$ cat config.mk
export PLATFORM = sky130hd
export DESIGN_NAME = sap_controller_sequencer
export DESIGN_NICKNAME = d
export VERILOG_FILES = /design/src/rtl/sap_controller_sequencer.sv
export SDC_FILE = /design/constraint.sdc
export NUM_CORES = 1
export LEC_CHECK = 0
export CORE_MARGIN = 1.5
export CORE_UTILIZATION = 35
export DETAILED_ROUTE_END_ITERATION = 7
export GPL_TIMING_DRIVEN = 0
export PLACE_DENSITY_LB_ADDON = 0.25
export RECOVER_POWER = 50
export SYNTH_ARGS = -nofsm -noshare
export SYNTH_HDL_FRONTEND = slang
export SYNTH_SLANG_ARGS = --single-unit
$ cat constraint.sdc
create_clock -name clk -period 3.45 [get_ports clk]
set_clock_uncertainty 0.1 [all_clocks]
set_input_delay 0.8625 -clock clk [delete_from_list [all_inputs] [get_ports clk]]
set_output_delay 0.8625 -clock clk [all_outputs]
set_load 0.02 [all_outputs]
$ cat src/rtl/sap_controller_sequencer.sv
// -----------------------------------------------------------------------------
// sap_controller_sequencer
//
// Control unit for the 8-bit SAP-class CPU. A six-state one-hot ring counter
// (T1..T6) sequences a three-state fetch followed by a three-state execute.
// In every state the ring, the halt flag, the opcode and clear are decoded
// combinationally into the 12-bit control word.
//
// Ports:
//   clk      in   system clock, rising edge
//   clear    in   synchronous active-high reset; also forces a NOP control word
//   run      in   1 = advance one T-state per clock, 0 = hold
//   opcode   in   [3:0] instruction register opcode, valid from T4 onward
//   t_state  out  [5:0] one-hot ring, bit0 = T1 ... bit5 = T6
//   cp, ep   out  PC increment / PC onto bus (active high)
//   n_lm     out  MAR load (active low)
//   n_ce     out  RAM onto bus (active low)
//   n_li     out  IR load (active low)
//   n_ei     out  IR address nibble onto bus (active low)
//   n_la     out  A load (active low)
//   ea       out  A onto bus (active high)
//   su, eu   out  ALU subtract select / ALU onto bus (active high)
//   n_lb     out  B load (active low)
//   n_lo     out  output register load (active low)
//   hlt      out  halted flag
//
// state | meaning
// ------+--------------------------------------------------------------
// T1    | fetch: PC onto bus, load MAR
// T2    | fetch: increment PC
// T3    | fetch: RAM onto bus, load IR
// T4    | execute 1: address nibble -> MAR (LDA/ADD/SUB), A -> OUT (OUT),
//       |            HLT latches the halt flag and freezes the ring here
// T5    | execute 2: RAM -> A (LDA) or RAM -> B (ADD/SUB)
// T6    | execute 3: ALU -> A (ADD/SUB)
// -----------------------------------------------------------------------------
module sap_controller_sequencer #(
    parameter logic [3:0] OP_LDA = 4'h0,
    parameter logic [3:0] OP_ADD = 4'h1,
    parameter logic [3:0] OP_SUB = 4'h2,
    parameter logic [3:0] OP_OUT = 4'hE,
    parameter logic [3:0] OP_HLT = 4'hF
) (
    input  logic       clk,
    input  logic       clear,
    input  logic       run,
    input  logic [3:0] opcode,
    output logic [5:0] t_state,
    output logic       cp,
    output logic       ep,
    output logic       n_lm,
    output logic       n_ce,
    output logic       n_li,
    output logic       n_ei,
    output logic       n_la,
    output logic       ea,
    output logic       su,
    output logic       eu,
    output logic       n_lb,
    output logic       n_lo,
    output logic       hlt
);

    typedef enum logic [5:0] {
        T1 = 6'b000001,
        T2 = 6'b000010,
        T3 = 6'b000100,
        T4 = 6'b001000,
        T5 = 6'b010000,
        T6 = 6'b100000
    } ring_t;

    ring_t ring;
    logic  hlt_q;

    // clear beats everything; once halted the ring is frozen until clear.
    always_ff @(posedge clk) begin
        if (clear) begin
            ring  <= T1;
            hlt_q <= 1'b0;
        end else if (run && !hlt_q) begin
            if (ring == T4 && opcode == OP_HLT) begin
                hlt_q <= 1'b1;
            end else begin
                case (ring)
                    T1:      ring <= T2;
                    T2:      ring <= T3;
                    T3:      ring <= T4;
                    T4:      ring <= T5;
                    T5:      ring <= T6;
                    default: ring <= T1;
                endcase
            end
        end
    end

    assign t_state = ring;
    assign hlt     = hlt_q;

    always_comb begin
        cp   = 1'b0;
        ep   = 1'b0;
        n_lm = 1'b1;
        n_ce = 1'b1;
        n_li = 1'b1;
        n_ei = 1'b1;
        n_la = 1'b1;
        ea   = 1'b0;
        su   = 1'b0;
        eu   = 1'b0;
        n_lb = 1'b1;
        n_lo = 1'b1;
        if (!clear && !hlt_q) begin
            case (ring)
                T1: begin
                    ep   = 1'b1;
                    n_lm = 1'b0;
                end
                T2: cp = 1'b1;
                T3: begin
                    n_ce = 1'b0;
                    n_li = 1'b0;
                end
                T4: begin
                    case (opcode)
                        OP_LDA, OP_ADD, OP_SUB: begin
                            n_lm = 1'b0;
                            n_ei = 1'b0;
                        end
                        OP_OUT: begin
                            ea   = 1'b1;
                            n_lo = 1'b0;
                        end
                        default: ;
                    endcase
                end
                T5: begin
                    case (opcode)
                        OP_LDA: begin
                            n_ce = 1'b0;
                            n_la = 1'b0;
                        end
                        OP_ADD, OP_SUB: begin
                            n_ce = 1'b0;
                            n_lb = 1'b0;
                        end
                        default: ;
                    endcase
                end
                T6: begin
                    case (opcode)
                        OP_ADD: begin
                            eu   = 1'b1;
                            n_la = 1'b0;
                        end
                        OP_SUB: begin
                            eu   = 1'b1;
                            n_la = 1'b0;
                            su   = 1'b1;
                        end
                        default: ;
                    endcase
                end
                default: ;
            endcase
        end
    end

endmodule

Word level (Yosys, flattened, before mapping) --
Index checks and enable logic that the tools add are counted.
Cells by class: reductions and logical operators 10, multiplexer cells 32, bitwise logic cells 1, equality and inequality tests 10
Operators with widths (number):
- $pmux W6 S5 | 1
- $mux W1 | 28
- $eq A4 B4 Y1 const B | 2
- $eq A6 B1 Y1 const B | 1
- $eq A6 B2 Y1 const B | 1
- $eq A6 B3 Y1 const B | 1
- $eq A6 B4 Y1 const B | 1
- $eq A6 B5 Y1 const B | 1
- $eq A6 B6 Y1 const B | 1
- $pmux W1 S2 | 3
- $eq A4 B1 Y1 const B | 1
- $eq A4 B2 Y1 const B | 1
- $logic_not A4 Y1 | 1
- $reduce_and A2 Y1 | 2
- $logic_and A1 B1 Y1 | 3
- $reduce_or A3 Y1 | 1
- $logic_not A1 Y1 | 2
- $reduce_or A2 Y1 | 1
- $not A1 Y1 | 1
Word-level totals: register bits 7, output and inout bits 19, logic and storage cells 55

Depth between registers and ports, before layout --
Gate-level depths: netlist (run 1).
depth after elaboration 5, mapped depth 5

Worst setup path before layout (run 1) --
OpenSTA, ideal clock, no wires.
kind input to output, from input port clear, to output port su, required time 2.487 ns, data arrival time 2.333 ns, path slack 0.155 ns, stages on the path 4, path through buf_6 or2_4 or3_4 nor4b_1
Between the ends: word-level cells in the longest chain between the ends 3
Ends and longest elaborated chain:
- from (decl) | line 45 | input logic clear,
- $logic_not A1 Y1 | line 113 | if (!clear && !hlt_q) begin
- $logic_and A1 B1 Y1 | line 113
- $mux W1 | line 113
- to (decl) | line 57 | output logic su,
Every way passes these cells.

Final worst setup path (run 1) --
from input port opcode[3], to output port n_lb
Between the ends: word-level cells in the longest chain between the ends 5, elaborated cells on any way between the ends 6, those cells by class 2 x eq/ne; 3 x mux; 1 x reduce/logical
Ends and longest elaborated chain:
- from (decl) | line 47 | input logic [3:0] opcode,
- $eq A4 B2 Y1 or $eq A4 B1 Y1 (tied branches) | line 138 | case (opcode)
- $reduce_or A2 Y1 (no line) *
- $mux W1 * | line 138
- $mux W1 * | line 114 | case (ring)
- $mux W1 * | line 113
- to (decl) | line 59 | output logic n_lb,
Mark *: on every way between the ends. The rest lies on a longest branch, timed or not.

==> metrics.md, run 1 <==
| Metric | Value |
|---|---|
| Die Ht | 44.1 um |
| Detailed placer's ending HPWL | 1.13 mm |
| Post-Syn Instances | 73 |
| Rel. slew slack | 52.3% |
| Synth Area per Inst | 8.11 um^2 |
| Crit path from | opcode[3] |
| I/O Buffers | 23 |
| Sequential area share after synthesis | 23.7% |
| GRT Total Usage | 17.2% |
| Num ports | 26 |
| Largest family of logic cells by synthesized area | simple AND/OR/NAND/NOR gates |
| ANT cells | 0 |
| Crit path max-delay cell type | clkdlybuf4s50_1 |
| Crit path buffers/inverters | 2 |
| Overflow after GRT | 0 |
| Setup CP Type | input port to output pin |
| Critical path destination | n_lb |
| Clk_lat worst skew | 0.25 ns |
| Die ar. | 1950 um^2 |
| Ys flop type | dfxtp_1 |
| Min-Delay Path Class | register to register |
| Vias in the first global route | 560 |
| CP Max Fanout | 5 |
| Layout cell share with drive strength beyond 1 | 14.0% |
| Xor/xnor cell area share of the yosys netlist | 1.48% |
| CP peak stage delay | 0.48 ns |
| Post-DP Area | 842 um^2 |
| Fmax | 297 MHz |
| Fin area | 850 um^2 |
| Netlist cell types | 34 |
| WL final | 1.51 mm |
| Final setup fails | 0 |
| Synth Register Bits | 7 |
| Yosys warning count | 0 |
| Mapped Nets | 80 |
| TritonCTS clock tree | yes |
| Int Power | 0.159 mW |
| Startpoint Class | input port |
| R2R Path Start | t_state[2] |
| Final min period | 3.37 ns |
| Worst Slack Setup Final | 0.0777 ns |
| Sw Ratio | 30.8% |
| Root Driver | clkbuf_4 |
| Period Utilization, post-route | 97.7% |
| MaxCap Viol Count | 0 |
| Stages on the worst setup path | 4 |
| Mux cell area share after synthesis | 5.07% |
| Fin. max-slew vios | 0 |
| Starting density of the core | 38.4% |
| Vias | 652 |
| Die X | 44.1 um |
| RR Endpoint | t_state[2] |
| Vias per inst | 5.62 |
| Critical path arrival | 2.41 ns |
| Max VDD drop | 0.303 mV |
| Reg2Reg Setup Slack | 1.58 ns |
| Drt first pass iters | 4 |
| Synth Area in Simple Gates | 45.9% |
| Power Density | 271 nW/um^2 |
| Inserted Clock Buffers | 3 |
| Largest net degree at the start of global routing | 11 |
| Clock net sink count | 7 |
| Area Overhead vs Synth | 43.6% |
| Clk network pwr share | 32.7% |
| Worst setup EP type | output pin |
| Reg2reg path depth | 4 |
| Status | finished, final reports clean |
| H-tree Lvls | 1 |
| Post-place setup slack | -0.235 ns |
| Reg power frac | 39.6% |
| Clock slew seen by the registers of the worst setup and hold paths | 0.05 ns |
| Compound-Gate Fraction of Synth Area | 20.1% |
| Final net count | 108 |
| FP Rows | 14 |
| Sw power | 0.0709 mW |
| Power share of the combinational group | 27.7% |
| Routed len/inst | 13.0 um |
| Most frequent cells in the layout | nor2_1 (10), clkdlybuf4s50_1 (10), dfxtp_1 (7) |
| LEAKAGE | 0.335 nW |
| Initial antenna violation count | 0 |
| Hold violation total from the final report | 0 |
| Crit-path cells | clkdlybuf4s50_1 > or3_4 > or3_1 > clkdlybuf4s15_1 |
| Clock Path Buffers | 2 |
| Remaining antenna violation count | 0 |
| Placer Congestion | 0.821 |
| Core Region | 1540 um^2 |
| Req. time, crit path | 2.49 ns |
| Remaining DRCs | 0 |
| First-pass GRT wire length | 2.40 mm |
| Tightest Pin Transition | 0.713 ns |
| Crit path max-delay family | buffers and inverters |
| Cell area after synthesis | 592 um^2 |
| Iteration-0 DRC Markers | 12 |
| Asr flop ratio synth | 0% |
| Unrepaired setup endpoints after global routing | false |
| Pwr Total | 0.230 mW |
| Synth Area in Adders | 0% |
| Number of synthesized flops with an enable pin | 0 |
==> metrics by stage <==
step	utilization, %	std cells	TNS (ns)	hold WS (ns)
global route	55.1	116	0	0.538
finish	55.1	116	0	0.486
global placement	54.6	112	-0.628	0.475
floorplan	-	73	0	0.531
CTS	55.9	116	0	0.489
detailed placement	54.6	112	-0.664	0.477
==> worst register-to-register path, cell delays in order (launching register included) <==
cell     delay, ns
dfxtp_1       0.43
and2b_1       0.26
a31oi_1       0.61
mux2i_1       0.15
and2b_2       0.21
==> cells by family after synthesis <==
| group | count (synthesis) |
|---|---|
| multiplexers | 3 |
| flip-flops | 7 |
| XOR/XNOR | 1 |
| AO/OA/AOI/OAI | 16 |
| buffers and inverters | 3 |
| AND/OR/NAND/NOR | 43 |
==> cell usage after synthesis (all sizes together), types with 3 or more instances <==
cell type  number  area [um^2]
nor2b           4         25.0
nand2           5         18.8
a21oi           3         15.0
nor2           10         37.5
nor3            3         15.0
o21ai           5         25.0
and2b           3         25.0
dfxtp           7          140
or3             3         25.0
mux2i           3         30.0
==> state kept, by name, summed over array words and instances, names as in the netlist <==
signal   flops
t_state      6
hlt          1
==> worst min path at each step <==
stage	start	end	slack, ns	cells after the start
after floorplan	hlt	t_state[4]	0.53	2
after global placement	hlt	hlt	0.48	2
after detailed placement	hlt	hlt	0.48	2
after CTS	hlt	hlt	0.49	2
after global routing	hlt	hlt	0.54	2
final	hlt	hlt	0.49	2
==> cell type report <==
cell class	instances	area, um^2
repair buffers	23	226
clock buffers	4	26.3
fillers	157	692
multi-input cells	63	414
flip-flops and latches	7	140
well taps	16	20.0
inverters	1	3.75
plain buffers	2	18.8
==> metal layers <==
layer	wire (um)	vias to the layer above	track usage, %
li1	-	331	-
met1	704	292	20.3
met2	645	25	25.9
met3	114	4	3.67
met4	47	0	15.2
met5	0	-	0
==> repair_timing <==
item | in CTS | in global routing
pin swaps | 0 | 0
endpoints found under the setup margin | 5 | 6
buffers inserted | 0 | 0
hold buffers | 0 | 0
gates resized for setup | 5 | 6
==> power groups by stage <==
stage / combinational [mW] / clock, mW / sequential, mW
2_1_floorplan: 0.0382 / 0 / 0.0958
3_3_place_gp: 0.0666 / 0 / 0.0928
3_5_place_dp: 0.0667 / 0 / 0.0929
4_1_cts: 0.0669 / 0.0783 / 0.0912
5_1_grt: 0.0684 / 0.0822 / 0.0918
6_report: 0.0638 / 0.0754 / 0.0912
Power figures use the tool's default switching activity.
==> run 2, diff against run 1 <==
Settings changed: CORE_MARGIN 1.5 to 5.
==> run 2 against run 1 <==
Effect of this change: worst hold slack gained 0.0024 ns; sequential share of layout area shrank 0.097 points; die area grew 34%; combinational power grew 0.8%; critical endpoint unchanged; largest cell class unchanged; largest power group unchanged; highest routed layer unchanged.
==> metrics.md, run 2 (synthesis gave the netlist of run 1 again) <==
| Metric | Value |
|---|---|
| Vias per inst | 5.66 (was 5.62) |
| Drt first pass iters | 4 (unchanged) |
| TritonCTS clock tree | yes (unchanged) |
| WL met3 | 116 um (was 114 um) |
| Cell Count, Final, Fillers Out | 116 (unchanged) |
| Clock slew seen by the registers of the worst setup and hold paths | 0.06 ns (was 0.05 ns) |
| Fmax | 295 MHz (was 297 MHz) |
| Largest register FFs | 6 (unchanged) |
| FP Rows | 14 (unchanged) |
| Reg2Reg Setup Slack | 1.60 ns (was 1.58 ns) |
| Fin. max-slew vios | 0 (unchanged) |
| GRT Total Usage | 12.8% (was 17.2%) |
| CP Max Fanout | 5 (unchanged) |
| ANT cells | 0 (unchanged) |
| Clock net sink count | 7 (unchanged) |
| Remaining antenna violation count | 0 (unchanged) |
| Starting density of the core | 38.0% (was 38.4%) |
| Status | finished, final reports clean (unchanged) |
| Top layer in use | met4 (unchanged) |
| Most frequent cells in the layout | nor2_1 (10), clkdlybuf4s50_1 (10), dfxtp_1 (7) (unchanged) |
| Initial antenna violation count | 0 (unchanged) |
| Final net count | 108 (unchanged) |
| Post-CTS Setup Inserts | 0 (unchanged) |
| Placed Instances | 112 (unchanged) |
| Rel. slew slack | 54.7% (was 52.3%) |
| WL final | 1.58 mm (was 1.51 mm) |
| Largest net degree at the start of global routing | 11 (unchanged) |
| Remaining DRCs | 0 (unchanged) |
| Final setup fails | 0 (unchanged) |
| Overflow after GRT | 0 (unchanged) |
| Req. time, crit path | 2.49 ns (about the same) |
| Setup CP Type | input port to output pin (unchanged) |
| Setup TNS | 0 ns (unchanged) |
| Tightest Pin Transition | 0.677 ns (was 0.713 ns) |
| Layout cell share with drive strength beyond 1 | 13.0% (was 14.0%) |
| First-pass GRT wire length | 2.55 mm (was 2.40 mm) |
| Period Utilization, post-route | 98.2% (was 97.7%) |
| M1 wire length | 759 um (was 704 um) |
| Vias | 657 (was 652) |
| Power Density | 270 nW/um^2 (was 271 nW/um^2) |
| WHS | 0.488 ns (was 0.486 ns) |
| Die X | 51.1 um (was 44.1 um) |
| Die Ht | 51.1 um (was 44.1 um) |
| Vias in the first global route | 559 (was 560) |
| Detailed placer's ending HPWL | 1.25 mm (was 1.13 mm) |
| Root Driver | clkbuf_4 (unchanged) |
| Critical path arrival | 2.43 ns (was 2.41 ns) |
| LEAKAGE | 0.334 nW (was 0.335 nW) |
| Inserted Clock Buffers | 3 (unchanged) |
| Worst setup EP type | output pin (unchanged) |
| Min-Delay Path Class | register to register (unchanged) |
| Clock Path Buffers | 2 (unchanged) |
| Hold violation total from the final report | 0 (unchanged) |
| Core Region | 1560 um^2 (was 1540 um^2) |
| MaxCap Viol Count | 0 (unchanged) |
| Clk_lat worst skew | 0.25 ns (about the same) |
| H-tree Lvls | 1 (unchanged) |
| Num ports | 26 (unchanged) |
| Placer Congestion | 0.766 (was 0.821) |
| Die ar. | 2610 um^2 (was 1950 um^2) |
| Routed len/inst | 13.6 um (was 13.0 um) |
| Unrepaired setup endpoints after global routing | false (unchanged) |
| Final min period | 3.39 ns (was 3.37 ns) |
| Max VDD drop | 0.177 mV (was 0.303 mV) |
| Startpoint Class | input port (unchanged) |
| Iteration-0 DRC Markers | 20 (was 12) |
| I/O Buffers | 23 (unchanged) |
| Met2 WL | 693 um (was 645 um) |
| Area Overhead vs Synth | 44.4% (was 43.6%) |
==> run 2: cell count changes in the layout (fill, tap and decap cells not counted), sizes merged <==
cell | previous run | this run
clkbuf | 5 | 4
clkdlybuf4s15 | 1 | 0
dlygate4sd2 | 3 | 5
dlygate4sd3 | 6 | 5
dlymetal6s2s | 2 | 3
==> run 2: worst paths after layout <==
kind	start	endpoint	cells after the start
worst min register to register	hlt	hlt	2
worst min-delay path	hlt	hlt	2
worst max register to register	t_state[2]	t_state[2]	4
worst max-delay path	opcode[3]	n_lb	4
==> run 2: report_power, final <==
part	internal, mW	switching (mW)	leakage (nW)
Combinational	0.0314	0.0329	0.262
Clock	0.0442	0.0310	0.0150
Sequential	0.0842	0.00708	0.0570
==> run 2: cell type report <==
cell class | instances | area, um^2
sequential | 7 | 140
clock buffer | 4 | 26.3
buffer | 2 | 18.8
tap | 16 | 20.0
timing repair buffer | 23 | 231
inverter | 1 | 3.75
fill | 153 | 704
multi-input combinational | 63 | 414
==> run 2: routing by layer <==
metal  vias up  global-route usage, %
met1       305                   16.1
met2        23                   19.5
li1        327                      -
met5         -                      0
met4         0                   6.73
met3         2                   3.78
==> run 2: metrics by stage <==
stage | power (mW) | setup slack [ns] | cell area (um^2) | utilization [%]
3_5_place_dp | 0.160 | -0.198 | 842 | 54.0
6_report | 0.231 | 0.0611 | 855 | 54.8
4_1_cts | 0.237 | 0.0151 | 862 | 55.3
2_1_floorplan | 0.134 | 0.155 | 592 | -
5_1_grt | 0.247 | 0.00411 | 855 | 54.8
3_3_place_gp | 0.160 | -0.208 | 842 | 54.0
==> run 2: critical path, cell delays in order <==
cell	delay (ns)
clkdlybuf4s50_1	0.47
or3_4	0.43
or3_1	0.34
dlygate4sd2_1	0.32
==> run 2: timing repair <==
action	4_1_cts	5_1_grt
resized for setup	5	3
endpoints found under the setup margin	5	4
hold buffers	0	0
pin swaps	0	0
==> run 3, diff against run 2 <==
Settings changed: CORE_MARGIN 5 to 2, MAX_ROUTING_LAYER from default to met4.
==> run 3 against run 2 <==
Effect of this change: die area down 22%; total power is 1.0% lower; critical endpoint unchanged; final cell count unchanged; global-route usage grew 4.2 points; utilization rose by 0.54 points; combinational power barely moved; critical path depth unchanged; wire length down 4.6%; final area fell by 0.15%; register-to-register slack barely moved; critical path type unchanged; largest cell class unchanged.
==> metrics.md, run 3 (synthesis gave the netlist of run 1 again) <==
| Metric | Value |
|---|---|
| Fin. max-slew vios | 0 (unchanged) |
| Period Utilization, post-route | 98.2% (about the same) |
| Clock net sink count | 7 (unchanged) |
| Crit path buffers/inverters | 2 (unchanged) |
| Rel. slew slack | 53.7% (was 54.7%) |
| I/O Buffers | 23 (unchanged) |
| RR Endpoint | t_state[2] (unchanged) |
| H-tree Lvls | 1 (unchanged) |
| Reg2Reg Setup Slack | 1.60 ns (about the same) |
| Starting density of the core | 38.4% (was 38.0%) |
| CP Max Fanout | 5 (unchanged) |
| Inserted Clock Buffers | 3 (unchanged) |
| Critical path arrival | 2.42 ns (was 2.43 ns) |
| Hold-fix buffers at CTS | 0 (unchanged) |
| Root Driver | clkbuf_4 (unchanged) |
| Setup CP Type | input port to output pin (unchanged) |
| Max VDD drop | 0.176 mV (was 0.177 mV) |
| Layout cell share with drive strength beyond 1 | 14.0% (was 13.0%) |
| Initial antenna violation count | 0 (unchanged) |
| Largest net degree at the start of global routing | 11 (unchanged) |
| Unrepaired setup endpoints after global routing | false (unchanged) |
| First-pass GRT wire length | 2.49 mm (was 2.55 mm) |
| WL final | 1.51 mm (was 1.58 mm) |
| Final min period | 3.39 ns (about the same) |
| Detailed placer's ending HPWL | 1.17 mm (was 1.25 mm) |
| Final Util | 55.4% (was 54.8%) |
| Overflow after GRT | 0 (unchanged) |
| WHS Endpoint | t_state[4] (was hlt) |
| Die X | 45.1 um (was 51.1 um) |
| Req. time, crit path | 2.49 ns (about the same) |
| Routed len/inst | 13.0 um (was 13.6 um) |
| Remaining DRCs | 0 (unchanged) |
| Commonest non-fill, non-tap cell in the layout | nor2_1 |
| Num ports | 26 (unchanged) |
| Status | finished, final reports clean (unchanged) |
| Startpoint Class | input port (unchanged) |
| Drt first pass iters | 4 (unchanged) |
| Final net count | 108 (unchanged) |
| Min-Delay Path Class | register to register (unchanged) |
| Hold violation total from the final report | 0 (unchanged) |
| Clock Path Buffers | 2 (unchanged) |
| Placer Congestion | 0.869 (was 0.766) |
| LEAKAGE | 0.349 nW (was 0.334 nW) |
| Hold path depth | 2 (unchanged) |
| Core Region | 1540 um^2 (was 1560 um^2) |
| Largest register FFs | 6 (unchanged) |
| Vias in the first global route | 593 (was 559) |
| Fmax | 295 MHz (about the same) |
| Crit path max-delay family | buffers and inverters (unchanged) |
| Tightest Pin Transition | 0.691 ns (was 0.677 ns) |
| Remaining antenna violation count | 0 (unchanged) |
| Reg2reg path depth | 4 (unchanged) |
| WHS | 0.488 ns (about the same) |
| HP Start | hlt (unchanged) |
| Final setup fails | 0 (unchanged) |
| MaxCap Viol Count | 0 (unchanged) |
| Worst setup EP type | output pin (unchanged) |
| Vias per inst | 5.56 (was 5.66) |
| Vias | 645 (was 657) |
| Most frequent cells in the layout | nor2_1 (10), clkdlybuf4s50_1 (9), dfxtp_1 (7) (was nor2_1 (10), clkdlybuf4s50_1 (10), dfxtp_1 (7)) |
| R2R Path Start | t_state[2] (unchanged) |
| CP peak stage delay | 0.47 ns (about the same) |
| Setup TNS | 0 ns (unchanged) |
| FP Rows | 14 (unchanged) |
| Power Density | 268 nW/um^2 (was 270 nW/um^2) |
| Die Ht | 45.1 um (was 51.1 um) |
| GRT Total Usage | 17.0% (was 12.8%) |
| Die ar. | 2040 um^2 (was 2610 um^2) |
| Crit path max-delay cell type | clkdlybuf4s50_1 (unchanged) |
| Crit-path cells | clkdlybuf4s50_1 > or3_4 > or3_1 > dlygate4sd2_1 (unchanged) |
| ANT cells | 0 (unchanged) |
| Iteration-0 DRC Markers | 5 (was 20) |
| Clk_lat worst skew | 0.24 ns (was 0.25 ns) |
| Post-CTS Setup Inserts | 0 (unchanged) |
| TritonCTS clock tree | yes (unchanged) |
| Clock slew seen by the registers of the worst setup and hold paths | 0.05 ns (was 0.06 ns) |
| Area Overhead vs Synth | 44.2% (was 44.4%) |
## run 3: changes by cell type in the layout (fill, tap and decap cells not counted)
cell / change
dlymetal6s2s_1: +1
dlygate4sd2_1: -1
clkbuf_2: +1
clkdlybuf4s50_1: -1
## run 3: how the worst max path moves through the flow
stage | startpoint | to | slack (ns) | depth (start not counted)
global placement | opcode[3] | su | -0.21 | 4
floorplan | clear | su | 0.15 | 4
CTS | opcode[1] | n_lm | 0.02 | 5
detailed placement | opcode[3] | su | -0.21 | 4
global route | opcode[3] | n_lb | 0.002 | 4
finish | opcode[3] | n_lb | 0.06 | 4
## run 3: power by group
group	internal (mW)	switching, mW	total, mW
clock network	0.0441	0.0290	0.0731
logic	0.0314	0.0327	0.0641
registers	0.0842	0.00694	0.0912
## run 3: routing by layer
metal | wire [um] | track usage (%) | vias to the layer above
met5 | 0 | - | -
met4 | 19 | 11.2 | 0
met3 | 102 | 1.60 | 2
met2 | 666 | 24.9 | 26
met1 | 722 | 22.0 | 292
li1 | - | - | 325
## run 3: worst register-to-register path, delay by kind of cell (launching register included)
family / cells / cell delay [ns]
mux: 1 / 0.15
compound gates: 1 / 0.59
flops: 1 / 0.44
simple gates: 2 / 0.47
## run 3: what timing repair did
action                     CTS  global route
resized for setup            5             7
hold endpoints to repair     0             0
setup endpoints to repair    5             5
## run 3: per-stage QoR
stage | power (mW) | std cells | setup slack, ns | cell area (um^2)
2_1_floorplan | 0.134 | 73 | 0.155 | 592
3_3_place_gp | 0.160 | 112 | -0.213 | 842
3_5_place_dp | 0.160 | 112 | -0.209 | 842
4_1_cts | 0.235 | 116 | 0.0159 | 862
5_1_grt | 0.243 | 116 | 0.00166 | 853
6_report | 0.228 | 116 | 0.0636 | 853
## run 3: layout make-up
cell class                 instances  area, um^2
fill                             149         688
multi-input combinational         63         414
timing repair buffer              23         230
sequential                         7         140
clock buffer                       4        26.3
tap                               16        20.0
buffer                             2        18.8
inverter                           1        3.75
